`src/rtl/dot_pkg.sv`:
```
// Shared types and constants for the 8x8 dot-matrix scan controller.
package dot_pkg;

  localparam int NCOL = 8;
  localparam int NROW = 8;

  typedef logic [2:0]      col_t;
  typedef logic [NROW-1:0] row_t;

  typedef enum logic [1:0] {
    IDLE  = 2'd0,
    BLANK = 2'd1,
    SHOW  = 2'd2
  } state_e;

  // Phase counter width; never below one bit so a 1-cycle interval still has a register.
  function automatic int cnt_width(input int a, input int b);
    int m;
    m = (a > b) ? a : b;
    return (m > 1) ? $clog2(m) : 1;
  endfunction

endpackage

```
`src/rtl/dot_fbuf.sv`:
```
// Two-bank 8x8 frame store: writes always go to the back bank, reads come from the front bank.
module dot_fbuf
  import dot_pkg::*;
(
  input  logic clk_i,
  input  logic reset_i,
  input  logic wr_en_i,
  input  col_t wr_addr_i,
  input  row_t wr_data_i,
  input  logic front_i,
  input  col_t rd_addr_i,
  output row_t rd_data_o
);

  row_t bank_q [2][NCOL];

  always_ff @(posedge clk_i) begin
    if (reset_i) begin
      for (int b = 0; b < 2; b++) begin
        for (int c = 0; c < NCOL; c++) begin
          bank_q[b][c] <= '0;
        end
      end
    end else if (wr_en_i) begin
      bank_q[~front_i][wr_addr_i] <= wr_data_i;
    end
  end

  assign rd_data_o = bank_q[front_i][rd_addr_i];

endmodule

```
`src/rtl/dot_scan_ctrl.sv`:
```
// Column scan controller for the 8x8 dot matrix: blank/show sequencing per column,
// tear-free buffer swap at the frame boundary, all outputs registered.
module dot_scan_ctrl
  import dot_pkg::*;
#(
  parameter int BLANK_CYC = 16,
  parameter int SHOW_CYC  = 1000
) (
  input  logic       clk,
  input  logic       reset,
  input  logic       en,
  input  logic       wr_en,
  input  logic [2:0] wr_addr,
  input  logic [7:0] wr_data,
  input  logic       swap,
  output logic [2:0] col_sel,
  output logic [7:0] row,
  output logic       frame_done,
  output logic       swap_pend
);

  localparam int CNT_W = cnt_width(BLANK_CYC, SHOW_CYC);
  localparam logic [CNT_W-1:0] BLANK_LAST = CNT_W'(BLANK_CYC - 1);
  localparam logic [CNT_W-1:0] SHOW_LAST  = CNT_W'(SHOW_CYC - 1);
  localparam logic [CNT_W-1:0] CNT_ONE    = CNT_W'(1);
  localparam col_t             COL_ONE    = col_t'(1);
  localparam col_t             COL_LAST   = col_t'(NCOL - 1);

  state_e           state_q, state_d;
  logic [CNT_W-1:0] cnt_q, cnt_d;
  col_t             col_q, col_d;
  row_t             row_q, row_d;
  logic             fd_q, fd_d;
  logic             pend_q, pend_d;
  logic             front_q, front_d;
  logic             wrap;
  row_t             rd_data;

  dot_fbuf u_fbuf (
    .clk_i     (clk),
    .reset_i   (reset),
    .wr_en_i   (wr_en),
    .wr_addr_i (wr_addr),
    .wr_data_i (wr_data),
    .front_i   (front_q),
    .rd_addr_i (col_q),
    .rd_data_o (rd_data)
  );

  always_ff @(posedge clk) begin
    if (reset) begin
      state_q <= IDLE;
      cnt_q   <= '0;
      col_q   <= '0;
      row_q   <= '0;
      fd_q    <= 1'b0;
      pend_q  <= 1'b0;
      front_q <= 1'b0;
    end else begin
      state_q <= state_d;
      cnt_q   <= cnt_d;
      col_q   <= col_d;
      row_q   <= row_d;
      fd_q    <= fd_d;
      pend_q  <= pend_d;
      front_q <= front_d;
    end
  end

  always_comb begin
    state_d = state_q;
    cnt_d   = cnt_q + CNT_ONE;
    col_d   = col_q;
    wrap    = 1'b0;
    if (!en) begin
      state_d = IDLE;
      cnt_d   = '0;
      col_d   = '0;
    end else begin
      unique case (state_q)
        IDLE: begin
          state_d = BLANK;
          cnt_d   = '0;
          col_d   = '0;
        end
        BLANK: begin
          if (cnt_q == BLANK_LAST) begin
            state_d = SHOW;
            cnt_d   = '0;
          end
        end
        SHOW: begin
          if (cnt_q == SHOW_LAST) begin
            state_d = BLANK;
            cnt_d   = '0;
            col_d   = col_q + COL_ONE;
            wrap    = (col_q == COL_LAST);
          end
        end
        default: begin
          state_d = IDLE;
          cnt_d   = '0;
          col_d   = '0;
        end
      endcase
    end
  end

  // Front only changes at a frame wrap or in IDLE, so the row read stays stable through SHOW.
  always_comb begin
    row_d   = (state_d == SHOW) ? rd_data : '0;
    fd_d    = wrap;
    front_d = front_q;
    pend_d  = pend_q | swap;
    if (wrap) begin
      front_d = front_q ^ (pend_q | swap);
      pend_d  = 1'b0;
    end else if (state_q == IDLE && pend_q) begin
      front_d = ~front_q;
      pend_d  = 1'b0;
    end
  end

  assign col_sel    = col_q;
  assign row        = row_q;
  assign frame_done = fd_q;
  assign swap_pend  = pend_q;

endmodule

```
`config.mk`:
```
export PLATFORM = sky130hd
export DESIGN_NAME = dot_scan_ctrl
export DESIGN_NICKNAME = d
export VERILOG_FILES = /design/src/rtl/dot_pkg.sv /design/src/rtl/dot_fbuf.sv /design/src/rtl/dot_scan_ctrl.sv
export SDC_FILE = /design/constraint.sdc
export NUM_CORES = 1
export LEC_CHECK = 0
export CAP_MARGIN = 0
export CORE_ASPECT_RATIO = 0.5
export CORE_UTILIZATION = 45
export CTS_CLUSTER_SIZE = 16
export DETAILED_ROUTE_END_ITERATION = 10
export GPL_TIMING_DRIVEN = 0
export PLACE_DENSITY_LB_ADDON = 0.2
export SYNTH_ARGS = -nofsm -noshare
export SYNTH_HDL_FRONTEND = slang
export SYNTH_SLANG_ARGS = --single-unit
```
`constraint.sdc`:
```
create_clock -name clk -period 4.8 [get_ports clk]
set_input_delay 1.44 -clock clk [delete_from_list [all_inputs] [get_ports clk]]
set_output_delay 1.44 -clock clk [all_outputs]
set_load 0.03 [all_outputs]
```
Word-level counts from Yosys, hierarchy flattened
Memories as Yosys holds them, arrays and structs flattened. A register that Yosys moved wholly into a read port is not among the register bits.
Index checks and enable logic that the tools add are counted.
{"block": "totals", "mem_count": 1, "inputBits": 16, "latchBits": 0, "regBits": 26, "elab_cells": 66, "rom_bits": 0, "mem_bits_rw": 128, "output_inout_bits": 13}
{"name": "u_fbuf.bank_q", "depth": 2, "word_bits": 64, "read_ports": 1, "rd_clocked_by_memory_dff": 1, "wr": 2, "line_no": "dot_fbuf.sv:15", "rtl": "row_t bank_q [2][NCOL];"}
{"block": "classes", "n_mux": 29, "order_cmp": 3, "bitwise_logic": 8, "shift": 0, "eq_ne": 7, "n_reduce_logical": 9, "div_mod_pow": 0, "mul": 0, "addsub": 2}
{"operator": "two-way mux 64 bit", "n": 3}
{"operator": "OR reduction 64 bit", "n": 1}
{"operator": "binary-select mux 8 bit (select 3 bit)", "n": 1}
{"operator": "demux 8 bit (select 3 bit)", "n": 1}
{"operator": "two-way mux 8 bit", "n": 3}
{"operator": "two-way mux 10 bit", "n": 2}
{"operator": "case mux 10 bit (2 select lines)", "n": 1}
{"operator": "two-way mux 1 bit", "n": 12}
{"operator": "adder 10 x 1 -> 10 bit (second input constant)", "n": 1}
{"operator": "== test 10 bit (second input constant)", "n": 1}
{"operator": "== test 10 x 4 -> 1 bit (second input constant)", "n": 1}
{"operator": ">= comparator 4 bit (second input constant)", "n": 2}
{"operator": "inverter 3 -> 4 bit", "n": 2}
{"operator": "two-way mux 2 bit", "n": 3}
{"operator": "case mux 2 bit (3 select lines)", "n": 1}
{"operator": "case mux 3 bit (2 select lines)", "n": 1}
{"operator": "== test 2 bit (second input constant)", "n": 2}
{"operator": "< comparator 4 x 1 -> 1 bit (second input constant)", "n": 1}
{"operator": "inverter 1 bit", "n": 4}
{"operator": "OR reduction 2 bit", "n": 2}
{"operator": "adder 3 x 1 -> 3 bit (second input constant)", "n": 1}
{"operator": "== test 3 bit (second input constant)", "n": 1}
{"operator": "two-way mux 3 bit", "n": 1}
{"operator": "OR reduction 3 bit", "n": 1}
{"operator": "8 further kinds", "n": 9}

Depth between registers and ports, before layout
{"block": "logic_depth", "depth_word": 8, "depth_mapped": 8, "ltp_nobuf": 6}

By module
From an unflattened synthesis, not the netlist that was laid out.
{"block": "hier_totals", "hier_cells": 446, "area_unflattened_um2": 6875.3}
{"module": "dot_fbuf", "seq_area_each_um2": 3843.7, "area_each_um2": 5685.5, "cells_per_inst": 317, "instances": 1}
{"module": "dot_scan_ctrl", "seq_area_each_um2": 520.5, "area_each_um2": 1189.9, "cells_per_inst": 129, "instances": 1}

Worst setup path before layout
No wires, ideal clock.
{"block": "synth_timing", "kind": "input-to-reg", "from": "in wr_en", "to": "mem u_fbuf.bank_q[0][10] (netlist name) (enable)", "required_time_ps": 4466, "arrival_ps": 2665, "path_buffers": 2, "setup_ps": 334, "stages": 6, "setup_slack_ps": 1801, "cell_sequence": "nor2b_1 > clkbuf_1 > and3b_1 > clkbuf_1 > nand3_1 > nand2b_1"}
{"item": "from (decl)", "line_no": "dot_scan_ctrl.sv:12", "rtl": "input logic wr_en,"}
{"item": "to (decl)", "line_no": "dot_fbuf.sv:15"}

==> results.cfg <==
[outcome]
status = completed

[detailed_routing]
ant_nets = 0
routed_wl_um = 15600
via_per_inst = 5.68
drt_iter0_markers = 356
first_pass_iters = 5
drc = 0
wire_per_inst_um = 22.4
vias = 3959

[cts]
cts.htree.levels = 4
cts_sinks = 155
insertion_delay_ns = 0.44
clk_pin_slew_ns = 0.07
cts_tree = built
cts_setup_buffers = 0
holdBufCountCts = 0
cts_inserted_buffers = 17
clockBufferDepth = 2
ctsRootBufferMaster = clkbuf_16
cts_resized = 0

[power]
seqPwrFrac_pct = 49.6
peakVddDrop_uv = 273
p_int_mw = 2.38
comb_power_share_pct = 5.6
clkPwrFrac_pct = 44.8
netSwitchingPower_uw = 724
leakage_nw = 2.59
power.density_nw_per_um2 = 403
p_sw_share_pct = 23.4

[critical_path]
crit_start = wr_en
crit_arrival_ns = 3.78
startpoint_type = input port
crit_required_ns = 4.88
reg2reg_from = col_sel[1]
crit_type = in -> reg
path_max_fanout = 10
end_kind = flip-flop

[synthesis]
ys_types = 45
ys_top_cells_by_area = edfxtp_1 (58%), mux4_2 (11%), dfxtp_1 (8.2%)
syn_area_um2 = 6580
syn_inst = 447
synthArstFlopShare_pct = 0
synth-edff-count = 128
syn_nets = 470
postSynthAreaPerCell_um2 = 14.7
synth_warnings = 0
netlist.area_leader.share_pct = 58.4
synth_seq_area_share_pct = 66.6
synth_top_area_cell = edfxtp_1
yosys_most_used_dff = edfxtp_1
synth-seq-cells = 155

[final_layout]
final_common_cell = edfxtp_1
final_cell_mix = edfxtp_1 (128), nor2_1 (89), mux4_2 (32)
fill_cells = 1132
antenna_cells = 0
regArea_um2 = 4380
layout-drive-gt1-share_pct = 17.0
multi_input_area_um2 = 2040
layout.nets = 515
area_growth_pct = 16.8
stdcell_count = 697

[sta]
fin_tns_setup_ns = 0
tightest_slew_ns = 0.845
setup_violations = 0
rsz0062_at_grt = no
setup_slack_ns = 1.11
period_minus_slack_ns = 3.69
fin_skew_ns = 0.0111
max_freq_ghz = 0.271
fin_crit_sh_pct = 76.9
hold_viol = 0
drv_slew = 0
slew_headroom_pct = 43.4

[die]
dieArea_um2 = 15100
die_h_um = 87.5
ios = 29
core-area_um2 = 13900
die_x_um = 173
rows = 30
start_util_pct = 47.3

[global_route]
antenna_found_initial = 0
grt.busiest_layer = met2
grtUsageMet2_pct = 37.0
met1_usage_pct = 28.9
use_met3_pct = 6.33
grt_overflow = 0
grt_max_degree = 17
grt.total_usage_pct = 22.5
grt_pass1_vias = 3990
grt_pass1_wl_um = 24000

[placement]
hpwl_um = 10200
dp_cells = 665
gp_congestion = 0.754
dp_slack_ns = 0.639
portBuffers = 26

[min_path]
worstHoldPathType = reg -> reg
hold_start = cnt_q[0]

[flow_run]
maxCapViolCount = 0
-- stage by stage --
stage	power, mW	area, um2	hold slack [ns]	util, %
floorplan	1.67	6580	0.418	-
global placement	1.74	7080	0.432	50.9
detailed placement	1.74	7080	0.446	50.9
CTS	3.11	7690	0.461	55.2
global route	3.18	7690	0.476	55.2
finish	3.10	7690	0.450	55.2
-- layer usage --
layer  part of all wire, %  wire length (um)
met1                    44              6830
met4                   1.6               252
met2                    48              7430
met3                   7.0              1090
met5                     0                 0
-- power groups by stage --
| stage | sequential, mW | clock [mW] | combinational, mW |
|---|---|---|---|
| 2_1_floorplan | 1.56 | 0 | 0.111 |
| 3_3_place_gp | 1.56 | 0 | 0.172 |
| 3_5_place_dp | 1.57 | 0 | 0.174 |
| 4_1_cts | 1.54 | 1.39 | 0.175 |
| 5_1_grt | 1.54 | 1.45 | 0.186 |
| 6_report | 1.54 | 1.39 | 0.174 |
-- final cells by class --
type,count,area share (%)
plain buffers,23,1.30
inverters,15,0.732
repair buffers,26,3.38
well taps,192,3.12
clock buffers,18,5.58
clock inverters,14,2.31
flip-flops and latches,155,57.0
multi-input cells,254,26.6
-- path summary, 6_finish.rpt --
check / endpoint / slack, ns / cells past startpoint
max: u_fbuf.bank_q[0][15] / 1.11 / 7
min: cnt_q[0] / 0.45 / 1
max reg2reg: row[3] / 1.74 / 6
min reg2reg: cnt_q[0] / 0.45 / 1
-- critical path, stage by stage --
cell and delay (ns):
clkdlybuf4s50_1 0.57, nor2b_1 0.18, clkbuf_1 0.35, and3b_1 0.22, clkbuf_1 0.19, nand3_1 0.34
nand2b_1 0.48
-- cells in the mapped netlist (8+ instances only) --
| cell type | instances |
|---|---|
| mux2i_1 | 11 |
| a211oi_2 | 8 |
| nand2_1 | 20 |
| dfxtp_1 | 27 |
| nor2_1 | 89 |
| nand3_1 | 8 |
| nor2b_1 | 15 |
| inv_1 | 15 |
| mux4_2 | 32 |
| edfxtp_1 | 128 |
| clkbuf_1 | 16 |
| a211oi_1 | 8 |
| nand2b_1 | 10 |
-- registers in the layout, summed over array words and instances (netlist names), named ones only --
name           flops
swap_pend          1
row                8
front_q            1
frame_done         1
col_sel            3
u_fbuf.bank_q    128
state_q            2
cnt_q             10
-- cells by family (layout without fill, tap and decap cells) --
kind of cell	Yosys count	in the layout	synth area share (%)
fa+ha+maj	7	7	1.33
simple gates	160	160	11.1
xor+xnor	8	8	1.06
buf+inv	38	96	2.38
mux	44	44	12.8
compound gates	35	35	4.77
flops	155	155	66.6
Power figures use the tool's default switching activity.
==> RTL change, RTL diff (same settings) <==
Re-encode `state_e` (3 states) as one-hot, 3 bits wide.
--- a/src/rtl/dot_pkg.sv
+++ b/src/rtl/dot_pkg.sv
@@ -7,10 +7,10 @@
   typedef logic [2:0]      col_t;
   typedef logic [NROW-1:0] row_t;
 
-  typedef enum logic [1:0] {
-    IDLE  = 2'd0,
-    BLANK = 2'd1,
-    SHOW  = 2'd2
+  typedef enum logic [2:0] {
+    IDLE  = 3'b001,
+    BLANK = 3'b010,
+    SHOW  = 3'b100
   } state_e;
 
   // Phase counter width; never below one bit so a 1-cycle interval still has a register.
Function: same outputs for any inputs over 10 cycles, from zero or initial values and one cycle with reset high; not proved beyond that.
==> RTL change against the original RTL <==
Synthesized area shrank 0.95%. Global-route usage grew 0.50 points. Critical path type unchanged. Routed wire length grew 1.5%. Largest cell class unchanged. Cell area is essentially flat. Total power grew 3.0%. Sequential cell count grew 1. Setup slack lost 0.23 ns. Highest routed layer unchanged. Combinational power grew 72%. Register-to-register slack gained 0.29 ns.
==> RTL change: results (changes against the original RTL) <==
Status
  – Status: finished, final reports clean (unchanged)

Yosys
  – XOR/XNOR share of the synthesized area: 0.0121 (was 0.0106)
  – Post-Synth Adder-Cell Area: 0.00576 (was 0.0133)
  – Post-synthesis compound-gate area fraction: 0.0486 (was 0.0477)
  – Synth area leaders: edfxtp_1 (59%), mux4_2 (11%), dfxtp_1 (8.6%) (was edfxtp_1 (58%), mux4_2 (11%), dfxtp_1 (8.2%))
  – Commonest cells in the synthesized netlist: edfxtp_1 (128), nor2_1 (50), mux4_2 (32) (was edfxtp_1 (128), nor2_1 (89), mux4_2 (32))
  – Total nets after synthesis: 456 (was 470)
  – Mux cell area share after synthesis: 0.112 (was 0.128)
  – Register area share after synthesis: 0.675 (was 0.666)

Placed design
  – Pre-CTS setup slack: 0.496 ns (was 0.639 ns)
  – PortBufs: 28 (was 26)
  – Placed Area: 0.00710 mm² (was 0.00708 mm²)
  – Placed Instances: 664 (was 665)
  – Dpl hpwl: 11000 µm (was 10200 µm)
  – GP Congestion: 0.793 (was 0.754)

Timing
  – Final setup skew: 0.0101 ns (was 0.0111 ns)
  – Worst slew pin tran: 1.26 ns (was 0.845 ns)
  – Hold slack: 0.474 ns (was 0.450 ns)

Setup path
  – Worst R2R Start: front_q$_SDFFE_PP0N_ (was col_sel[1]$_SDFFE_PP0P_)
  – Worst r2r dst: u_fbuf.bank_q[0][63]$_SDFFCE_PN0P_ (was row[3]$_SDFF_PP0_)
  – Setup slack, reg-to-reg: 2.03 ns (was 1.74 ns)

Detailed routing
  – Drt total wl: 15800 µm (was 15600 µm)
  – Vias: 4064 (was 3959)
  – DRT iter0 DRCs: 492 (was 356)
  – Mean routed wirelength per cell: 22.8 µm (was 22.4 µm)

Finish
  – Number of multi-input logic gates: 248 (was 254)
  – Filler Cell Count: 1094 (was 1132)
  – Multi-input logic area: 0.00199 mm² (was 0.00204 mm²)
  – Seq_cells: 156 (was 155)
  – Layout cells sized above 1: 0.169 (was 0.170)
  – Layout clock area frac: 0.0761 (was 0.0789)
  – Sequential fraction of total cell area: 0.573 (was 0.570)
  – Multi-input combinational area share: 0.259 (was 0.266)
  – Non-clock inverters: 11 (was 15)

Pwr
  – Lkg Pwr: 2.76 nW (was 2.59 nW)
  – Max IR drop VDD: 0.261 mV (was 0.273 mV)

Global route
  – Vias in the first global route: 3897 (was 3990)
  – Total GRT Usage: 0.230 (was 0.225)
RTL change: worst max-delay path: stages:
cell,delay [ns]
clkdlybuf4s50_1,0.57
nor2b_1,0.28
and3b_1,0.34
clkbuf_1,0.42
nand2_1,0.41
nand2_1,0.52
RTL change: kinds of logic (layout without fill, tap and decap cells):
family | Yosys count | in the layout
DFF | 156 | 156
and+or+nand+nor | 155 | 155
AOI/OAI and AO/OA | 48 | 48
muxes | 33 | 33
buffers and inverters | 33 | 99
xor gates and xnor gates | 9 | 9
adders and majority gates | 3 | 3
RTL change: per-layer routing:
| layer | share of wire | GRT usage | up-vias | routed length, µm |
|---|---|---|---|---|
| li1 | - | - | 1784 | - |
| met1 | 0.46 | 0.335 | 2071 | 7220 |
| met2 | 0.45 | 0.342 | 186 | 7130 |
| met3 | 0.079 | 0.0536 | 23 | 1260 |
| met4 | 0.015 | 0.0772 | 0 | 233 |
| met5 | 0 | 0 | - | 0 |
RTL change: worst max path at each step:
stage,startpoint,to,slack (ns),cells after the start
finish,reset,u_fbuf.bank_q[0][63]$_SDFFCE_PN0P_,0.87,6
global route,reset,u_fbuf.bank_q[0][57]$_SDFFCE_PN0P_,0.72,6
CTS,reset,u_fbuf.bank_q[0][57]$_SDFFCE_PN0P_,0.93,6
detailed placement,reset,u_fbuf.bank_q[0][63]$_SDFFCE_PN0P_,0.50,6
global placement,reset,u_fbuf.bank_q[0][62]$_SDFFCE_PN0P_,0.54,6
floorplan,wr_en,u_fbuf.bank_q[0][0]$_SDFFCE_PN0P_,1.84,4
RTL change: power breakdown:
| part | switching, mW | internal (mW) | total, mW |
|---|---|---|---|
| combinational | 0.172 | 0.129 | 0.300 |
| clock | 0.574 | 0.773 | 1.35 |
| sequential | 0.0176 | 1.53 | 1.55 |
